## config.mk

```make
export PLATFORM = sky130hd
export DESIGN_NAME = calc_sequencer
export DESIGN_NICKNAME = d
export VERILOG_FILES = /design/src/rtl/calc_pkg.sv /design/src/rtl/calc_delayline.sv /design/src/rtl/calc_sequencer.sv
export SDC_FILE = /design/constraint.sdc
export NUM_CORES = 1
export LEC_CHECK = 0
export ABC_AREA = 1
export CAP_MARGIN = 0
export CELL_PAD_IN_SITES_DETAIL_PLACEMENT = 1
export CELL_PAD_IN_SITES_GLOBAL_PLACEMENT = 2
export CORE_MARGIN = 2
export CORE_UTILIZATION = 40
export CTS_CLUSTER_DIAMETER = 150
export DETAILED_ROUTE_END_ITERATION = 16
export MAX_ROUTING_LAYER = met4
export PLACE_DENSITY = 0.79
export SLEW_MARGIN = 20
export SYNTH_ARGS = -nofsm -noshare
export SYNTH_HDL_FRONTEND = slang
export SYNTH_HIERARCHICAL = 1
export SYNTH_SLANG_ARGS = --single-unit
```

## constraint.sdc

```tcl
create_clock -name clk -period 2.3 [get_ports clk]
set_clock_uncertainty 0.1 [all_clocks]
set_input_delay 0.69 -clock clk [delete_from_list [all_inputs] [get_ports clk]]
set_output_delay 0.69 -clock clk [all_outputs]
set_load 0.02 [all_outputs]
```

## src/rtl/calc_pkg.sv

```systemverilog
// Shared constants, types and the sequencer state encoding for the calc engine.
package calc_pkg;

    localparam int N_LANES = 40;
    localparam int BA      = 24;
    localparam int BB      = 16;
    localparam int AW_DEF  = 8;

    typedef logic [AW_DEF-1:0] addr_t;

    typedef enum logic [1:0] {
        ST_IDLE  = 2'd0,
        ST_ISSUE = 2'd1,
        ST_DRAIN = 2'd2,
        ST_DONE  = 2'd3
    } seq_state_t;

endpackage

```

## src/rtl/calc_delayline.sv

```systemverilog
// Fixed-depth {valid, data} shift line matching the engine's lane-to-lane skew.
module calc_delayline #(
    parameter int DEPTH = 40,
    parameter int W     = 8,
    // any_valid ignores the last TAIL stages so the owner can look ahead.
    parameter int TAIL  = 0
) (
    input  logic         clk,
    input  logic         rst,
    input  logic         in_valid,
    input  logic [W-1:0] in_data,
    output logic         out_valid,
    output logic [W-1:0] out_data,
    output logic         any_valid
);

    logic [DEPTH-1:0] valid_reg;
    logic [W-1:0]     data_reg [DEPTH];

    genvar gi;
    generate
        for (gi = 0; gi < DEPTH; gi++) begin : g_stage
            if (gi == 0) begin : g_head
                always_ff @(posedge clk or negedge rst) begin
                    if (!rst) begin
                        valid_reg[0] <= 1'b0;
                        data_reg[0]  <= '0;
                    end else begin
                        valid_reg[0] <= in_valid;
                        data_reg[0]  <= in_data;
                    end
                end
            end else begin : g_body
                always_ff @(posedge clk or negedge rst) begin
                    if (!rst) begin
                        valid_reg[gi] <= 1'b0;
                        data_reg[gi]  <= '0;
                    end else begin
                        valid_reg[gi] <= valid_reg[gi-1];
                        data_reg[gi]  <= data_reg[gi-1];
                    end
                end
            end
        end
    endgenerate

    assign out_valid = valid_reg[DEPTH-1];
    assign out_data  = data_reg[DEPTH-1];
    assign any_valid = |valid_reg[DEPTH-1-TAIL:0];

endmodule

```

## src/rtl/calc_sequencer.sv

```systemverilog
// Job-level controller for the calc engine: issues operand reads, tracks skew, strobes writes.
// Optional performance counters (cyc_cnt, hold_cnt) are built when CALC_SEQ_PERF_EN is defined.
module calc_sequencer
    import calc_pkg::*;
#(
    parameter int N  = N_LANES,
    parameter int AW = AW_DEF
) (
    input  logic          clk,
    input  logic          rst,
    input  logic          start,
    input  logic          start_mode,
    input  logic [AW-1:0] start_len,
    input  logic [AW-1:0] base_addr,
    input  logic          hold,
    output logic          busy,
    output logic          done,
    output logic          eng_mode,
    output logic          rd_en,
    output logic [AW-1:0] rd_addr,
    output logic          wr_en,
    output logic [AW-1:0] wr_addr,
    output logic [AW-1:0] issue_cnt
`ifdef CALC_SEQ_PERF_EN
    ,
    output logic [31:0]   cyc_cnt,
    output logic [31:0]   hold_cnt
`endif
);

    seq_state_t    state_reg;
    logic [AW-1:0] len_reg;
    logic [AW-1:0] base_reg;
    logic          line_busy;

    // Two-stage look-ahead: DONE is entered while the last write is one stage
    // from the output, so the registered done lands the cycle after that write.
    calc_delayline #(
        .DEPTH (N),
        .W     (AW),
        .TAIL  (2)
    ) u_skew (
        .clk       (clk),
        .rst       (rst),
        .in_valid  (rd_en),
        .in_data   (rd_addr),
        .out_valid (wr_en),
        .out_data  (wr_addr),
        .any_valid (line_busy)
    );

    always_ff @(posedge clk or negedge rst) begin
        if (!rst) begin
            state_reg <= ST_IDLE;
            len_reg   <= '0;
            base_reg  <= '0;
            busy      <= 1'b0;
            done      <= 1'b0;
            eng_mode  <= 1'b0;
            rd_en     <= 1'b0;
            rd_addr   <= '0;
            issue_cnt <= '0;
        end else begin
            rd_en <= 1'b0;
            done  <= 1'b0;
            case (state_reg)
                ST_IDLE: begin
                    if (start) begin
                        eng_mode  <= start_mode;
                        len_reg   <= start_len;
                        base_reg  <= base_addr;
                        issue_cnt <= '0;
                        busy      <= 1'b1;
                        state_reg <= (start_len == '0) ? ST_DONE : ST_ISSUE;
                    end
                end
                ST_ISSUE: begin
                    if (!hold) begin
                        rd_en     <= 1'b1;
                        rd_addr   <= base_reg + issue_cnt;
                        issue_cnt <= issue_cnt + AW'(1);
                        if (issue_cnt + AW'(1) == len_reg)
                            state_reg <= ST_DRAIN;
                    end
                end
                ST_DRAIN: begin
                    if (!rd_en && !line_busy)
                        state_reg <= ST_DONE;
                end
                ST_DONE: begin
                    done      <= 1'b1;
                    busy      <= 1'b0;
                    state_reg <= ST_IDLE;
                end
                default: state_reg <= ST_IDLE;
            endcase
        end
    end

`ifdef CALC_SEQ_PERF_EN
    always_ff @(posedge clk or negedge rst) begin
        if (!rst) begin
            cyc_cnt  <= '0;
            hold_cnt <= '0;
        end else if (state_reg == ST_IDLE && start) begin
            cyc_cnt  <= '0;
            hold_cnt <= '0;
        end else begin
            if (busy)
                cyc_cnt <= cyc_cnt + 32'd1;
            if (state_reg == ST_ISSUE && hold)
                hold_cnt <= hold_cnt + 32'd1;
        end
    end
`endif

endmodule
```

==> results of run 1 <==
through the flow:
stage | instances | power (mW) | cell area, um^2 | util (%)
after global placement | 1112 | 12.8 | 12400 | 44.7
after floorplan | 677 | 11.7 | 11300 | -
after global routing | 1178 | 20.1 | 13700 | 49.2
final | 1178 | 19.0 | 13700 | 49.2
after CTS | 1178 | 19.4 | 13700 | 49.2
after detailed placement | 1112 | 13.1 | 12400 | 44.7
synth_stat cells, drive strengths merged:
| master | count |
|---|---|
| or2 | 1 |
| clkbuf | 4 |
| clkinv | 1 |
| o41ai | 1 |
| buf | 9 |
| o21ai | 21 |
| nor2 | 38 |
| o22ai | 2 |
| xnor2 | 3 |
| nand2 | 103 |
| dfrtp | 398 |
| ha | 12 |
| a21oi | 7 |
| nand3 | 28 |
| xor2 | 3 |
| nand4 | 6 |
| o21bai | 1 |
| a31oi | 1 |
| nand3b | 2 |
| inv | 35 |
| fa | 1 |
what timing repair did:
action,CTS,global route
hold buffers,1,0
endpoints found under the hold margin,21,0
gates resized for setup,19,0
endpoints found under the setup margin,18,0
buffers inserted,0,0
routing by layer:
layer	vias up	routed length, um
met5	-	0
met4	0	439
met3	41	623
met2	89	9260
met1	2721	8070
li1	2310	-
cell families (layout without fill, tap and decap cells):
logic type	after synthesis	in the layout	share of synthesized area (%)
flip-flops	398	398	87.9
AND/OR/NAND/NOR	178	178	6.67
AO/OA/AOI/OAI	33	33	1.55
adder cells (fa/ha/maj)	13	13	1.50
XOR/XNOR	6	6	0.464
buffers and inverters	49	172	1.95
power by group through the flow:
| stage | Clock, mW | Sequential, mW | Combinational, mW |
|---|---|---|---|
| 6_report | 6.13 | 11.0 | 1.88 |
| 5_1_grt | 6.64 | 11.3 | 2.15 |
| 4_1_cts | 6.36 | 11.1 | 1.93 |
| 3_5_place_dp | 0 | 11.1 | 1.97 |
| 3_3_place_gp | 0 | 10.9 | 1.93 |
| 2_1_floorplan | 0 | 10.7 | 1.04 |
area by class of cell:
cell class | instances | area (um^2) | area share, %
Clock inverter | 16 | 176 | 1.29
Timing Repair Buffer | 71 | 716 | 5.23
Tap cell | 378 | 473 | 3.45
Inverter | 36 | 135 | 0.987
Clock buffer | 49 | 1080 | 7.90
Multi-Input combinational cell | 230 | 1150 | 8.42
Sequential cell | 398 | 9960 | 72.7
worst max path at each step:
stage / end / slack, ns / cells after the start
3_5_place_dp: issue_cnt[3] / 0.15 / 7
4_1_cts: eng_mode / 0.006 / 1
5_1_grt: eng_mode / 0.0006 / 1
6_report: eng_mode / 0.04 / 1
3_3_place_gp: issue_cnt[4] / 0.12 / 7
2_1_floorplan: rd_addr[6] / 0.37 / 11
==> run metrics, run 1 <==
clock power share=32.3%; final setup violation count=0; die width=172 um; post-route worst setup slack=0.0364 ns; # diodes=0; Int Pwr=14.3 mW; kind of capture point of the worst setup path=output pin; commonest non-fill, non-tap cells in the layout=dfrtp_1, nand2_1, clkbuf_16; number of flip-flops in the largest register=312; Max Clk Rate=442 MHz; Register-to-Register Path Depth=11; fin crit period=2.26 ns; number of remaining DRC errors=0; Core Region=27900 um^2; met3 Usage GRT=2.66%; Initial DRT Pass Iterations=4; sequential area share after synthesis=87.9%; worst skew pair latency=0.51 ns; RD Place Congestion=0.796; top post-synthesis cells by area=dfrtp_1, nand2_1, ha_1, nand3_1, inv_1; Post-Syn Area per Cell=16.7 um^2; CP peak stage delay=0.61 ns; Final Hold Fails=0; Die ar.=29700 um^2; NetSw=4.73 mW; Hold WC Path Type=reg2reg; critical path type=reg2out; vias in the first global route=5897; GRT busiest layer=met2; synth-to-layout area growth=20.8%; maximum vdd drop=0.000644 V; Slew @ Worst Pin=0.468 ns; Worst EP required=1.51 ns; antenna violations before repair=0; Synth area leader=dfrtp_1; final hold slack=0.237 ns; Worst-path clk slew=0.06 ns; share of cells above drive strength 1=11.6%; via count=5161; WL final=18400 um; cell count after synthesis=677; Worst path slowest cell=clkdlybuf4s50_1; CTS tree=built; relative slew slack=68.8%; HPWL Detailed=11200 um; boundary pin count=50; status=finished, final reports clean; unrepaired setup endpoints after global routing=false; CP arrival=1.47 ns; pin count of the biggest net entering global routing=97; Final period util=98.4%; Logic pwr share=9.9%; Fill cells=2648; Net Count, Synth=711; Worst setup SP type=flop; # rows=61; sw frac=24.9%; Detailed Route Iter0 Violations=144; Bufs on Longest Clock Path=3; hold path start=u_skew/data_reg[254]; Die H=172 um; CP Max Fanout=2; WHS Path Cells=0; crit-path leading delay family=buffers and inverters; total gr overflow=0; Buf+Inv Stages, Crit Path=1; sequential share of power=57.8%; share of the synthesized area in the top cell type=87.9%; Crit Reg-Reg Startpoint=issue_cnt[0]; H-tree Lvls=2; crit-path cells=clkdlybuf4s50_1; Critical path origin=eng_mode; Post-DRT Antenna Nets=0; grt met1 use=17.4%; R2R Setup Slk=0.32 ns; Post-Place Worst Slack=0.152 ns; hold endpoint=u_skew/data_reg[246]; Total GRT Usage=13.9%; #FFs+latches synth=398; Root Driver=clkbuf_16; IO buf count=49; final slew viol count=0; yosys warns=6; most common library cell in the layout ignoring fill and taps=dfrtp_1; grt met2 use=23.0%; pwr/cell area=1390 nW/um^2; TNS Setup=0 ns; cts bufs inserted=38; DR vias/cell=4.38; global-route wire length before repair=30700 um; Mapped Area=11300 um^2; Yosys cell types=26; # nets final=809; Avg WL per Cell=15.6 um; leakage power=6.72 nW; max-cap violation count=0; worst r2r dst=rd_addr[6]; Starting Density=40.7%; clk sinks=398
No activity file was read; power rests on OpenSTA's default activity.
==> inputs of run 2 (changes only) <==
Settings changed: CAP_MARGIN 0 to unset.
==> results of run 2 <==
Same layout as run 1: the final DEF is identical, and so are final timing and power.
